**src/rtl/mem_arbiter.sv**
```systemverilog
// Two-port arbiter in front of memory_unit: grants one car/cdr/cons request, waits for mem_ready or a timeout.
// Optional macro MEM_ARB_RR_EN selects round-robin on ties; the default is fixed priority with port 0 winning.
module mem_arbiter #(
    parameter int DATA_WIDTH     = 24,
    parameter int TIMEOUT_CYCLES = 64
) (
    input  logic                  clk,
    input  logic                  rst,
    input  logic [1:0]            req_valid,
    input  logic [1:0]            req_op0,
    input  logic [1:0]            req_op1,
    input  logic [DATA_WIDTH-1:0] req_data0,
    input  logic [DATA_WIDTH-1:0] req_data1,
    output logic [1:0]            req_ready,
    output logic [1:0]            resp_valid,
    output logic [DATA_WIDTH-1:0] resp_data,
    output logic                  resp_err,
    output logic                  mem_car,
    output logic                  mem_cdr,
    output logic                  mem_cons,
    output logic [DATA_WIDTH-1:0] mem_data_in,
    input  logic [DATA_WIDTH-1:0] mem_data_out,
    input  logic                  mem_ready,
    output logic                  busy
);

    typedef enum logic [1:0] {IDLE, ISSUE, WAIT} state_t;

    localparam logic [7:0] TIMEOUT_LAST = 8'(TIMEOUT_CYCLES - 1);

    state_t                  state_reg, state_next;
    logic                    grant_reg, grant_next;
    logic [7:0]              wait_cnt_reg, wait_cnt_next;
    logic [1:0]              req_ready_reg, req_ready_next;
    logic [1:0]              resp_valid_reg, resp_valid_next;
    logic [DATA_WIDTH-1:0]   resp_data_reg, resp_data_next;
    logic                    resp_err_reg, resp_err_next;
    logic                    car_reg, car_next;
    logic                    cdr_reg, cdr_next;
    logic                    cons_reg, cons_next;
    logic [DATA_WIDTH-1:0]   data_in_reg, data_in_next;
    logic                    busy_reg, busy_next;

    logic [1:0]              req_act;
    logic                    pick;
    logic [1:0]              pick_op;
    logic [DATA_WIDTH-1:0]   pick_data;

    assign req_act[0] = req_valid[0] && (req_op0 != 2'b00);
    assign req_act[1] = req_valid[1] && (req_op1 != 2'b00);

`ifdef MEM_ARB_RR_EN
    // prio_reg names the port that wins the next tie; it flips away from each granted port.
    logic prio_reg, prio_next;

    assign pick      = req_act[1] && (!req_act[0] || prio_reg);
    assign prio_next = (state_reg == IDLE && req_act != 2'b00) ? !pick : prio_reg;

    always_ff @(posedge clk) begin
        if (rst) prio_reg <= 1'b0;
        else     prio_reg <= prio_next;
    end
`else
    assign pick = !req_act[0];
`endif

    assign pick_op   = pick ? req_op1 : req_op0;
    assign pick_data = pick ? req_data1 : req_data0;

    always_ff @(posedge clk) begin
        if (rst) begin
            state_reg      <= IDLE;
            grant_reg      <= 1'b0;
            wait_cnt_reg   <= 8'd0;
            req_ready_reg  <= 2'b00;
            resp_valid_reg <= 2'b00;
            resp_data_reg  <= '0;
            resp_err_reg   <= 1'b0;
            car_reg        <= 1'b0;
            cdr_reg        <= 1'b0;
            cons_reg       <= 1'b0;
            data_in_reg    <= '0;
            busy_reg       <= 1'b0;
        end else begin
            state_reg      <= state_next;
            grant_reg      <= grant_next;
            wait_cnt_reg   <= wait_cnt_next;
            req_ready_reg  <= req_ready_next;
            resp_valid_reg <= resp_valid_next;
            resp_data_reg  <= resp_data_next;
            resp_err_reg   <= resp_err_next;
            car_reg        <= car_next;
            cdr_reg        <= cdr_next;
            cons_reg       <= cons_next;
            data_in_reg    <= data_in_next;
            busy_reg       <= busy_next;
        end
    end

    // Outputs are the next-cycle register values; the op is held only as the strobe it produces,
    // and the operand lives in the mem_data_in register for the whole transaction.
    always_comb begin
        state_next      = state_reg;
        grant_next      = grant_reg;
        wait_cnt_next   = wait_cnt_reg;
        req_ready_next  = 2'b00;
        resp_valid_next = 2'b00;
        resp_data_next  = resp_data_reg;
        resp_err_next   = 1'b0;
        car_next        = 1'b0;
        cdr_next        = 1'b0;
        cons_next       = 1'b0;
        data_in_next    = data_in_reg;
        case (state_reg)
            IDLE: begin
                if (req_act != 2'b00) begin
                    grant_next     = pick;
                    data_in_next   = pick_data;
                    car_next       = (pick_op == 2'b01);
                    cdr_next       = (pick_op == 2'b10);
                    cons_next      = (pick_op == 2'b11);
                    req_ready_next = pick ? 2'b10 : 2'b01;
                    state_next     = ISSUE;
                end
            end
            ISSUE: begin
                wait_cnt_next = 8'd0;
                state_next    = WAIT;
            end
            WAIT: begin
                if (mem_ready) begin
                    resp_valid_next = grant_reg ? 2'b10 : 2'b01;
                    resp_data_next  = mem_data_out;
                    state_next      = IDLE;
                end else if (wait_cnt_reg == TIMEOUT_LAST) begin
                    resp_valid_next = grant_reg ? 2'b10 : 2'b01;
                    resp_data_next  = '0;
                    resp_err_next   = 1'b1;
                    state_next      = IDLE;
                end else begin
                    wait_cnt_next = wait_cnt_reg + 8'd1;
                end
            end
            default: state_next = IDLE;
        endcase
        busy_next = (state_next != IDLE);
    end

    assign req_ready   = req_ready_reg;
    assign resp_valid  = resp_valid_reg;
    assign resp_data   = resp_data_reg;
    assign resp_err    = resp_err_reg;
    assign mem_car     = car_reg;
    assign mem_cdr     = cdr_reg;
    assign mem_cons    = cons_reg;
    assign mem_data_in = data_in_reg;
    assign busy        = busy_reg;

endmodule
```
**config.mk**
```make
export PLATFORM = sky130hd
export DESIGN_NAME = mem_arbiter
export DESIGN_NICKNAME = d
export VERILOG_FILES = /design/src/rtl/mem_arbiter.sv
export SDC_FILE = /design/constraint.sdc
export NUM_CORES = 1
export LEC_CHECK = 0
export CAP_MARGIN = 0
export CELL_PAD_IN_SITES_DETAIL_PLACEMENT = 1
export CELL_PAD_IN_SITES_GLOBAL_PLACEMENT = 2
export CORE_ASPECT_RATIO = 1.2
export CORE_UTILIZATION = 24
export DETAILED_ROUTE_END_ITERATION = 8
export PLACE_DENSITY = 0.95
export RECOVER_POWER = 50
export SLEW_MARGIN = 20
export SYNTH_ARGS = -nofsm -noshare
export SYNTH_HDL_FRONTEND = slang
export SYNTH_SLANG_ARGS = --single-unit
export TNS_END_PERCENT = 5
```
**constraint.sdc**
```tcl
create_clock -name clk -period 3 [get_ports clk]
set_input_delay 0.6 -clock clk [delete_from_list [all_inputs] [get_ports clk]]
set_output_delay 0.6 -clock clk [all_outputs]
set_load 0.02 [all_outputs]
```
* Yosys cells after proc, flatten, opt, wreduce, memory -nomap -nowiden *
Cells that the tools add are included.

word-level totals
  bits of input ports = 81
  word-level logic and storage cells = 56
  register bits after elaboration = 68

cells by class
  reductions and logical operators = 16
  bitwise operators = 3
  muxes and demuxes = 16
  add/sub/neg operators = 1
  eq/ne operators = 8

operators with widths
  cell                                           count
  two-way mux 24 bit                             3
  two-way mux 2 bit                              8
  two-way mux 8 bit                              2
  one-hot mux 8 bit (2 select lines)             1
  nonzero test 2 bit                             6
  adder 8 x 1 -> 8 bit, second input constant    1
  == test 8 x 6 -> 1 bit, second input constant  1
  == test 2 bit, second input constant           3
  one-hot mux 2 bit (3 select lines)             1
  OR reduction 3 bit                             2
  == test 2 x 1 -> 1 bit, second input constant  2
  != test 2 bit, second input constant           2
  AND reduction 2 bit                            2
  inverter 1 bit                                 3
  AND reduction 3 bit                            1
  logical AND 1 bit                              2
  logical NOT 2 bit                              1
  OR reduction 2 bit                             1
  logical NOT 1 bit                              1
  two-way mux 1 bit                              1

* Depth between registers and ports, before layout *
Gate-level depths: netlist of the first run.

  word-level depth = 6
  mapped depth = 6
  depth with buffers taken out = 5

* Worst setup path after synthesis of the first run *
No wires, ideal clock.

  path kind = in2reg
  start point = input port rst
  end point = register data_in_reg[0], in the netlist mem_data_in[0]
  path slack = 1.249 ns
  path buffers = 3
  arrival = 1.629 ns
  stages on the path = 6
  library setup time = 0.122 ns
  cells stage by stage = clkbuf_1 a2111o_1 nor2b_1 buf_4 buf_4 a221o_1

RTL lines
  what                  line  source
  start, declared       8     input logic rst,
  end signal, assigned  95    data_in_reg <= data_in_next;
  end, declared         41    logic [DATA_WIDTH-1:0] data_in_reg, data_in_next;

==> flow_results.org, run 1 <==
** Clock tree
- The clock tree synthesis step divided the H-tree into 3 levels.
- Clock tree from TritonCTS :: built
- Clock tree synthesis found a total of 68 sinks.
- TritonCTS buffer count :: 9
- Clock latency on the worst-skew pair, taken at its later pin, is 0.33 ns.
- CTS Root Buffer Type :: clkbuf_16
- After clock tree synthesis, the flow added hold-fix buffers numbering 0.
- After clock tree synthesis, the clock-pin slew on the worst setup and hold paths is 0.06 ns.
- Bufs on Longest Clock Path :: 2
- Cells resized by post-CTS repair :: 0
- Post-CTS Setup Repair Bufs :: 0

** Hold path
- In this run the worst hold path is classified as flip-flop to flip-flop.
- Worst hold path cell count :: 1

** Logic synthesis
- Synthesized net count :: 321
- Number of enable-type register cells in the synthesized netlist :: 0
- Avg Synthesized Cell Area :: 10.6 sq um
- For this run, the leading register cell type out of synthesis is dfxtp_1.
- The netlist uses 39 different library cells.
- Ys Warns :: 0
- Syn Std Cell Area :: 2530 sq um
- Flip-flop and latch count after synthesis :: 68
- Post-synthesis instance total :: 239
- Of the synthesized area, sequential elements account for 53.7%.
- In the synthesized netlist the async set-or-reset flop fraction comes to 0%.

** Global route
- Entering global routing, the biggest net connects 27 pins.
- The first global-routing pass estimated 13.1 mm of wire.
- The number of global-route vias before repair was 2732.
- Total congestion overflow :: 0
- All-Layer GR Usage :: 15.4%
- Antenna violations before repair :: 0

** Setup path
- Worst endpoint data arrival time :: 2.66 ns
- For this run, the slowest stage of the critical path takes 0.76 ns.
- CP delay by family, top :: buffers and inverters
- Number of buffers and inverters on the critical path :: 2
- The critical path runs through a total of 5 cells.
- Worst Reg-to-Reg Cells :: 5
- Element type at the critical path end :: flip-flop
- Setup slack on the worst reg-to-reg path comes out at 1.02 ns.
- Crit start category :: input port
- Category of the most critical setup path :: input port to flip-flop
- Crit-path max FO :: 25
- The critical path goes through dlygate4sd3_1 -> nor4_2 -> clkbuf_1 -> and2_1 -> a221o_1.
- Endpoint of the worst setup timing path :: mem_data_in[20]
- R2r endpoint :: resp_data[20]
- The most critical setup path has its startpoint at rst.
- Critical-path cell with the highest stage delay :: dlygate4sd3_1
- Data on the critical path is required at its endpoint by 3.27 ns.
- Critical R2R Launch :: wait_cnt_reg[0]

** Pwr
- For this design the ratio of total power to cell area is 576 nW/um^2.
- For this design the static power due to leakage is 1.80 nW.
- Peak supply drop :: 321 uV

** Route
- Per-cell via count in the routed design :: 4.82
- DR WL/cell :: 15.6 microns
- After detailed routing, the met2 layer carries 3.94 mm of wire.
- Via Count :: 2448
- Routed length on met1 :: 3.12 mm
- DR WL met3 :: 703 microns
- Drt first pass iters :: 4
- Final routed wirelength across all metal layers :: 7.90 mm
- The detailed router used layers up to and including met4.
- The detailed router finished its first iteration with 73 violations.
- Post-route DRC :: 0
- Count of antenna-violating nets left after detailed routing :: 0

** Run
- Max-cap violations in this run came to 0.

** Placed design
- Placer's final routability congestion estimate :: 0.726
- Prior to clock tree synthesis, the placed netlist has a worst setup slack of 0.378 ns.
- Port buffering added 137 buffers.
- Detailed placement finished with a half-perimeter wire length of 5.82 mm.

** Timing
- Final-layout setup total negative slack :: 0 ns
- The number of endpoints with negative hold slack in the final report was 0.
- Setup repair after global routing left no endpoint under its margin.
- For this run, the top clock speed supported by timing is 418 MHz.
- Final period demand of the worst path :: 2.39 ns
- Total count of max-transition violations in the final report :: 0
- Final clock skew :: 0.00531 ns
- After layout, the worst setup slack is 0.609 ns.
- Of the available clock period, the critical path in the final layout requires 79.7%.
- The worst pin sits at a relative slew slack of 45.4%.
- Number of failing setup endpoints in the final timing report :: 0
- Transition time at the pin with the least slew margin :: 0.820 ns

** Floorplanning
- After floorplanning, the core was divided into 40 placement rows.
- The initial utilization of the core area, before any placement, comes to 25.0%.
- The floorplan step set the die width to 95.8 microns.
- Die footprint :: 11000 sq um
- Core area :: 10200 sq um
- The die is 115 microns tall.
- 138 I/O pins were placed.

** Layout
- Number of nets in the final layout :: 459
- The repair_antennas step left the layout with diodes totalling 0.
- The post-route netlist has 7.33% of its cells at a drive strength greater than 1.
- Relative to the synthesized area, the layout overhead comes to 71.9%.

** Outcome
- The flow ran to the end, and the final reports show no timing, DRC or antenna violations.
-- metal layers --
| metal | GRT usage [%] | vias to the layer above |
|---|---|---|
| li1 | - | 1169 |
| met1 | 15.8 | 1152 |
| met2 | 27.4 | 115 |
| met3 | 6.31 | 12 |
| met4 | 6.47 | 0 |
| met5 | 0 | - |
-- cell usage after synthesis, types with 2 or more instances --
cell type	number	area, sq um
nor2_1	8	30.0
nand2_1	11	41.3
nor3_1	2	10.0
a21oi_1	6	30.0
a22o_1	24	210
a21o_1	2	15.0
a221o_1	24	240
a31oi_1	2	12.5
and2_1	26	163
a32o_1	3	30.0
nor2b_1	3	18.8
dfxtp_1	68	1360
and3_1	3	18.8
o21ai_0	8	40.0
clkbuf_1	5	18.8
buf_4	3	22.5
buf_2	7	35.0
inv_1	7	26.3
nand3_1	7	35.0
-- cell type report --
| type | count | area, sq um |
|---|---|---|
| Clock inverter | 6 | 88.8 |
| Inverter | 7 | 26.3 |
| Timing Repair Buffer | 142 | 1400 |
| Multi-Input combinational cell | 149 | 1090 |
| Tap cell | 126 | 158 |
| Clock buffer | 10 | 229 |
| Sequential cell | 68 | 1360 |
| Fill cell | 1129 | 5800 |
-- logic make-up after synthesis --
kind of cell	synth area share, %
AO/OA/AOI/OAI	24.4
AND/OR/NAND/NOR	17.0
flip-flops	53.7
buffers and inverters	4.05
multiplexers	0.395
adder cells (fa/ha/maj)	0.494
-- placed cells by master (no fill, tap or decap), types with 3 or more instances in the layout --
master           count
clkdlybuf4s50_1     87
dfxtp_1             68
dlygate4sd3_1       50
and2_1              25
a221o_1             24
a22o_1              24
nand2_1             11
o21ai_0              9
clkbuf_16            9
nor2_1               8
inv_1                7
nand3_1              7
a21oi_1              4
a32o_1               3
and3_1               3
clkbuf_1             3
buf_4                3
-- power by group --
group | internal [W] | leakage, nW | switching (W)
Combinational | 0.000215 | 1.10 | 0.000174
Clock | 0.000728 | 0.149 | 0.000400
Sequential | 0.000961 | 0.555 | 0.0000354
Total | 0.00190 | 1.80 | 0.000609
-- how the worst min path moves through the flow --
stage,startpoint,to,slack [ns]
floorplan,grant_reg,resp_valid[0],0.40
global placement,grant_reg,resp_valid[0],0.45
detailed placement,resp_data[8],resp_data[8],0.47
CTS,resp_data[10],resp_data[10],0.49
global route,mem_data_in[15],mem_data_in[15],0.49
finish,resp_data[10],resp_data[10],0.47
-- stage by stage --
stage	hold WS [ns]	util, %	cells	instance area (sq um)	total power (W)
3_5_place_dp	0.469	39.8	492	4040	0.00142
3_3_place_gp	0.452	39.8	492	4040	0.00142
6_report	0.474	42.9	508	4360	0.00251
5_1_grt	0.495	42.9	508	4360	0.00264
2_1_floorplan	0.404	-	239	2530	0.00118
4_1_cts	0.487	42.9	508	4360	0.00258
-- worst reg2reg max path, cell delays in order (launching register included) --
cell and delay [ns]:
dfxtp_1 0.38, ha_1 0.27, nand4bb_1 0.18, o21ai_0 0.44, a21oi_4 0.28, a22o_1 0.32
No activity file was read; power rests on OpenSTA's default activity.
==> inputs of run 2 (changes only) <==
--- a/config.mk
+++ b/config.mk
@@ -9,9 +9,9 @@
 export CELL_PAD_IN_SITES_DETAIL_PLACEMENT = 1
 export CELL_PAD_IN_SITES_GLOBAL_PLACEMENT = 2
 export CORE_ASPECT_RATIO = 1.2
-export CORE_UTILIZATION = 24
+export CORE_UTILIZATION = 20
 export DETAILED_ROUTE_END_ITERATION = 8
-export PLACE_DENSITY = 0.95
+export PLACE_DENSITY = 0.86
 export RECOVER_POWER = 50
 export SLEW_MARGIN = 20
 export SYNTH_ARGS = -nofsm -noshare
==> constraint.sdc (replaced) <==
create_clock -name clk -period 1.93 [get_ports clk]
set_input_delay 0.386 -clock clk [delete_from_list [all_inputs] [get_ports clk]]
set_output_delay 0.386 -clock clk [all_outputs]
set_load 0.02 [all_outputs]
==> run 2 against run 1 <==
- critical path depth grew 1
- largest power group unchanged
- clock skew grew 0.0020 ns
- power grew 57%
- combinational power grew 64%
- first-iteration DRC count grew 12%
- highest routed layer unchanged
- hold slack lost 0.00066 ns
- via count grew 1.3%
- final cell count grew 8.9%
- die area grew 20%
- sequential share of layout area shrank 1.1 points
==> flow_results.org, run 2 (synthesized netlist as in run 1, its figures left out) <==
** Layout
- The layout cell share with drive strength beyond 1 is 9.44% (+2.1 points).
- Leaving out fill and tap cells, the most frequent cell in the layout is clkdlybuf4s50_1.
- The post-route cell area came to 4520 sq um (+3.6%).
- The number of diodes came to 0 (unchanged).
- Area Overhead vs Synth :: 78.1%
- The layout filler cell count is 1365 (+21%).
- Number of nets in the final layout :: 469 (+2.2%)
- Leading cell types in the layout, fill and taps excluded :: clkdlybuf4s50_1, dfxtp_1, dlygate4sd3_1

** Timing
- After layout, the minimum clock period comes to 1.75 ns.
- Static timing analysis puts the maximum clock frequency at 570 MHz.
- The relative max-transition margin was 71.5% (+26 points).
- Final-layout setup total negative slack :: 0 ns (unchanged)
- Dividing the final minimum period by the clock period gives 90.9%.
- Setup repair after global routing left no endpoint under its margin.
- Transition time at the pin with the least slew margin :: 0.427 ns (-0.392 ns)
- The total setup violations reported at the end of the flow came to 0 (unchanged).
- The tightest hold margin came to 0.474 ns (-0.000662 ns).
- Total count of max-transition violations in the final report :: 0 (unchanged)
- The number of endpoints with negative hold slack in the final report is 0 (unchanged).
- Worst-case setup margin in the final layout :: 0.176 ns (-0.432 ns)
- Final clock skew :: 0.00733 ns (+0.00202 ns)

** Pwr
- The total power consumption of the routed design was 0.00393 W (+57%).
- Total power divided by cell area :: 871 nW/um^2 (+51%)
- The maximum vdd drop came to 314 uV (-2.2%).
- The leakage power summed over all cells came to 1.86 nW (+3.3%).

** Clock tree
- The clock transition time at the flip-flop clock pins of the worst setup and hold paths came to 0.06 ns (about the same).
- Clock tree synthesis selected as its root buffer the cell clkbuf_16.
- Clock tree from TritonCTS :: built
- The number of buffers added by the clock tree synthesis step came to 9 (unchanged).
- The maximum count of clock buffers along a single path is 2 (unchanged).
- The number of levels the H-tree was split into was 3 (unchanged).
- The setup fix buffers added after clock tree synthesis is 0 (unchanged).
- The number of gates given a new drive strength after cts came to 0 (unchanged).
- Worst skew pair latency :: 0.33 ns (about the same)
- The number of hold buffers added after cts was 0 (unchanged).
- The clock sink count came to 68 (unchanged).

** Global route
- Antenna violations before repair :: 0 (unchanged)
- Number of global-route vias before repair :: 2685 (-1.7%)
- All-Layer GR Usage :: 13.0% (-2.4 points)
- Total congestion overflow :: 0 (unchanged)
- The global-route wire length before repair came to 13.5 mm (+3.7%).
- Pin count of the biggest net entering global routing :: 27 (unchanged)

** Setup path
- Category of the most critical setup path :: input port to flip-flop
- Worst endpoint data arrival time :: 2.03 ns (-0.63 ns)
- Critical R2R Launch :: wait_cnt_reg[0]
- Required time of the worst setup path :: 2.21 ns (-1.06 ns)
- Element type at the critical path end :: flip-flop
- The endpoint identified for the worst register-to-register timing path is resp_data[4].
- Crit start category :: input port
- The logic depth of the worst register-to-register path was 6 (+1).
- Reg2Reg Setup Slack :: 0.23 ns (-0.79 ns)
- Crit-path max FO :: 26 (+4.0%)

** Route
- The final routed DRC violation total was 0 (unchanged).
- The iteration count of the initial detailed-routing pass is 4 (unchanged).
- Per-cell via count in the routed design :: 4.48 (-7.0%)
- The via count was 2479 (+1.3%).
- The count of antenna-violating nets left after detailed routing was 0 (unchanged).
- Final routed wirelength across all metal layers :: 8.03 mm (+1.6%)
- DR WL/cell :: 14.5 microns (-6.6%)
- The violation count after the first detailed-route iteration was 82 (+12%).

** Hold path
- Class of the tightest hold or removal check :: flip-flop to flip-flop
- The number of cells on the worst hold path is 1 (unchanged).
- The startpoint identified for the worst hold timing path is grant_reg.
- WHS Endpoint :: resp_valid[0]

** Placed design
- Input/output buffers :: 137 (unchanged)
- The post-place instance area was 4210 sq um (+4.2%).
- Worst slack at placement :: -0.183 ns (-0.560 ns)
- The routability congestion estimate came to 0.723 (-0.34%).
- The HPWL reported at the end of detailed placement came to 5.94 mm (+2.1%).

** Floorplanning
- The core footprint is 12200 sq um (+20%).
- Initial Utilization :: 20.7% (-4.2 points)
- Overall die height :: 125 microns (+9.4%)
- Die footprint :: 13100 sq um (+20%)
- Overall die width :: 105 microns (+9.3%)
- Top Ports :: 138 (unchanged)
- Floorplan row count :: 44 (+10%)

** Run
- Max capacitance violation total :: 0 (unchanged)

** Outcome
- Status :: finished, final reports clean
[run 2: how the worst max path moves through the flow]
stage / depth (start not counted) / end / slack [ns] / from
2_1_floorplan: 6 / resp_data[10] / 0.31 / wait_cnt_reg[0]
3_3_place_gp: 6 / mem_data_in[17] / -0.12 / req_op1[1]
3_5_place_dp: 6 / mem_data_in[23] / -0.18 / req_op1[1]
4_1_cts: 6 / mem_data_in[23] / 0.17 / req_op1[1]
5_1_grt: 6 / busy / 0.04 / wait_cnt_reg[0]
6_report: 6 / mem_data_in[23] / 0.18 / req_op1[1]
[run 2: metrics by stage]
| stage | util (%) | std cells |
|---|---|---|
| 2_1_floorplan | - | 239 |
| 3_3_place_gp | 34.4 | 537 |
| 3_5_place_dp | 34.4 | 537 |
| 4_1_cts | 37.0 | 553 |
| 5_1_grt | 36.9 | 553 |
| 6_report | 36.9 | 553 |
[run 2: worst max-delay path, stage by stage]
cell and delay, ns:
clkdlybuf4s50_1 0.51, o21ai_0 0.15, a2111o_1 0.46, nor2b_2 0.17, buf_12 0.18, a221o_1 0.16
[run 2: final cells by class]
cell class	count	area [sq um]	share of cell area [%]
timing repair buffer	152	1520	33.7
clock buffer	10	229	5.07
sequential	68	1360	30.1
tap	161	201	4.46
inverter	7	26.3	0.582
multi-input combinational	149	1090	24.1
clock inverter	6	88.8	1.97
[run 2: metal layers]
| metal | up-vias | track usage, % | wire (microns) |
|---|---|---|---|
| met5 | - | 0 | 0 |
| met4 | 0 | 5.72 | 137 |
| met3 | 11 | 4.80 | 664 |
| met2 | 103 | 22.3 | 3990 |
| met1 | 1166 | 14.4 | 3240 |
| li1 | 1199 | - | - |
[run 2: report_power, final]
group	total (W)	leakage (nW)	switching, W	internal, W
registers	0.00155	0.555	0.0000556	0.00149
logic	0.000639	1.16	0.000277	0.000362
clock network	0.00175	0.149	0.000616	0.00113
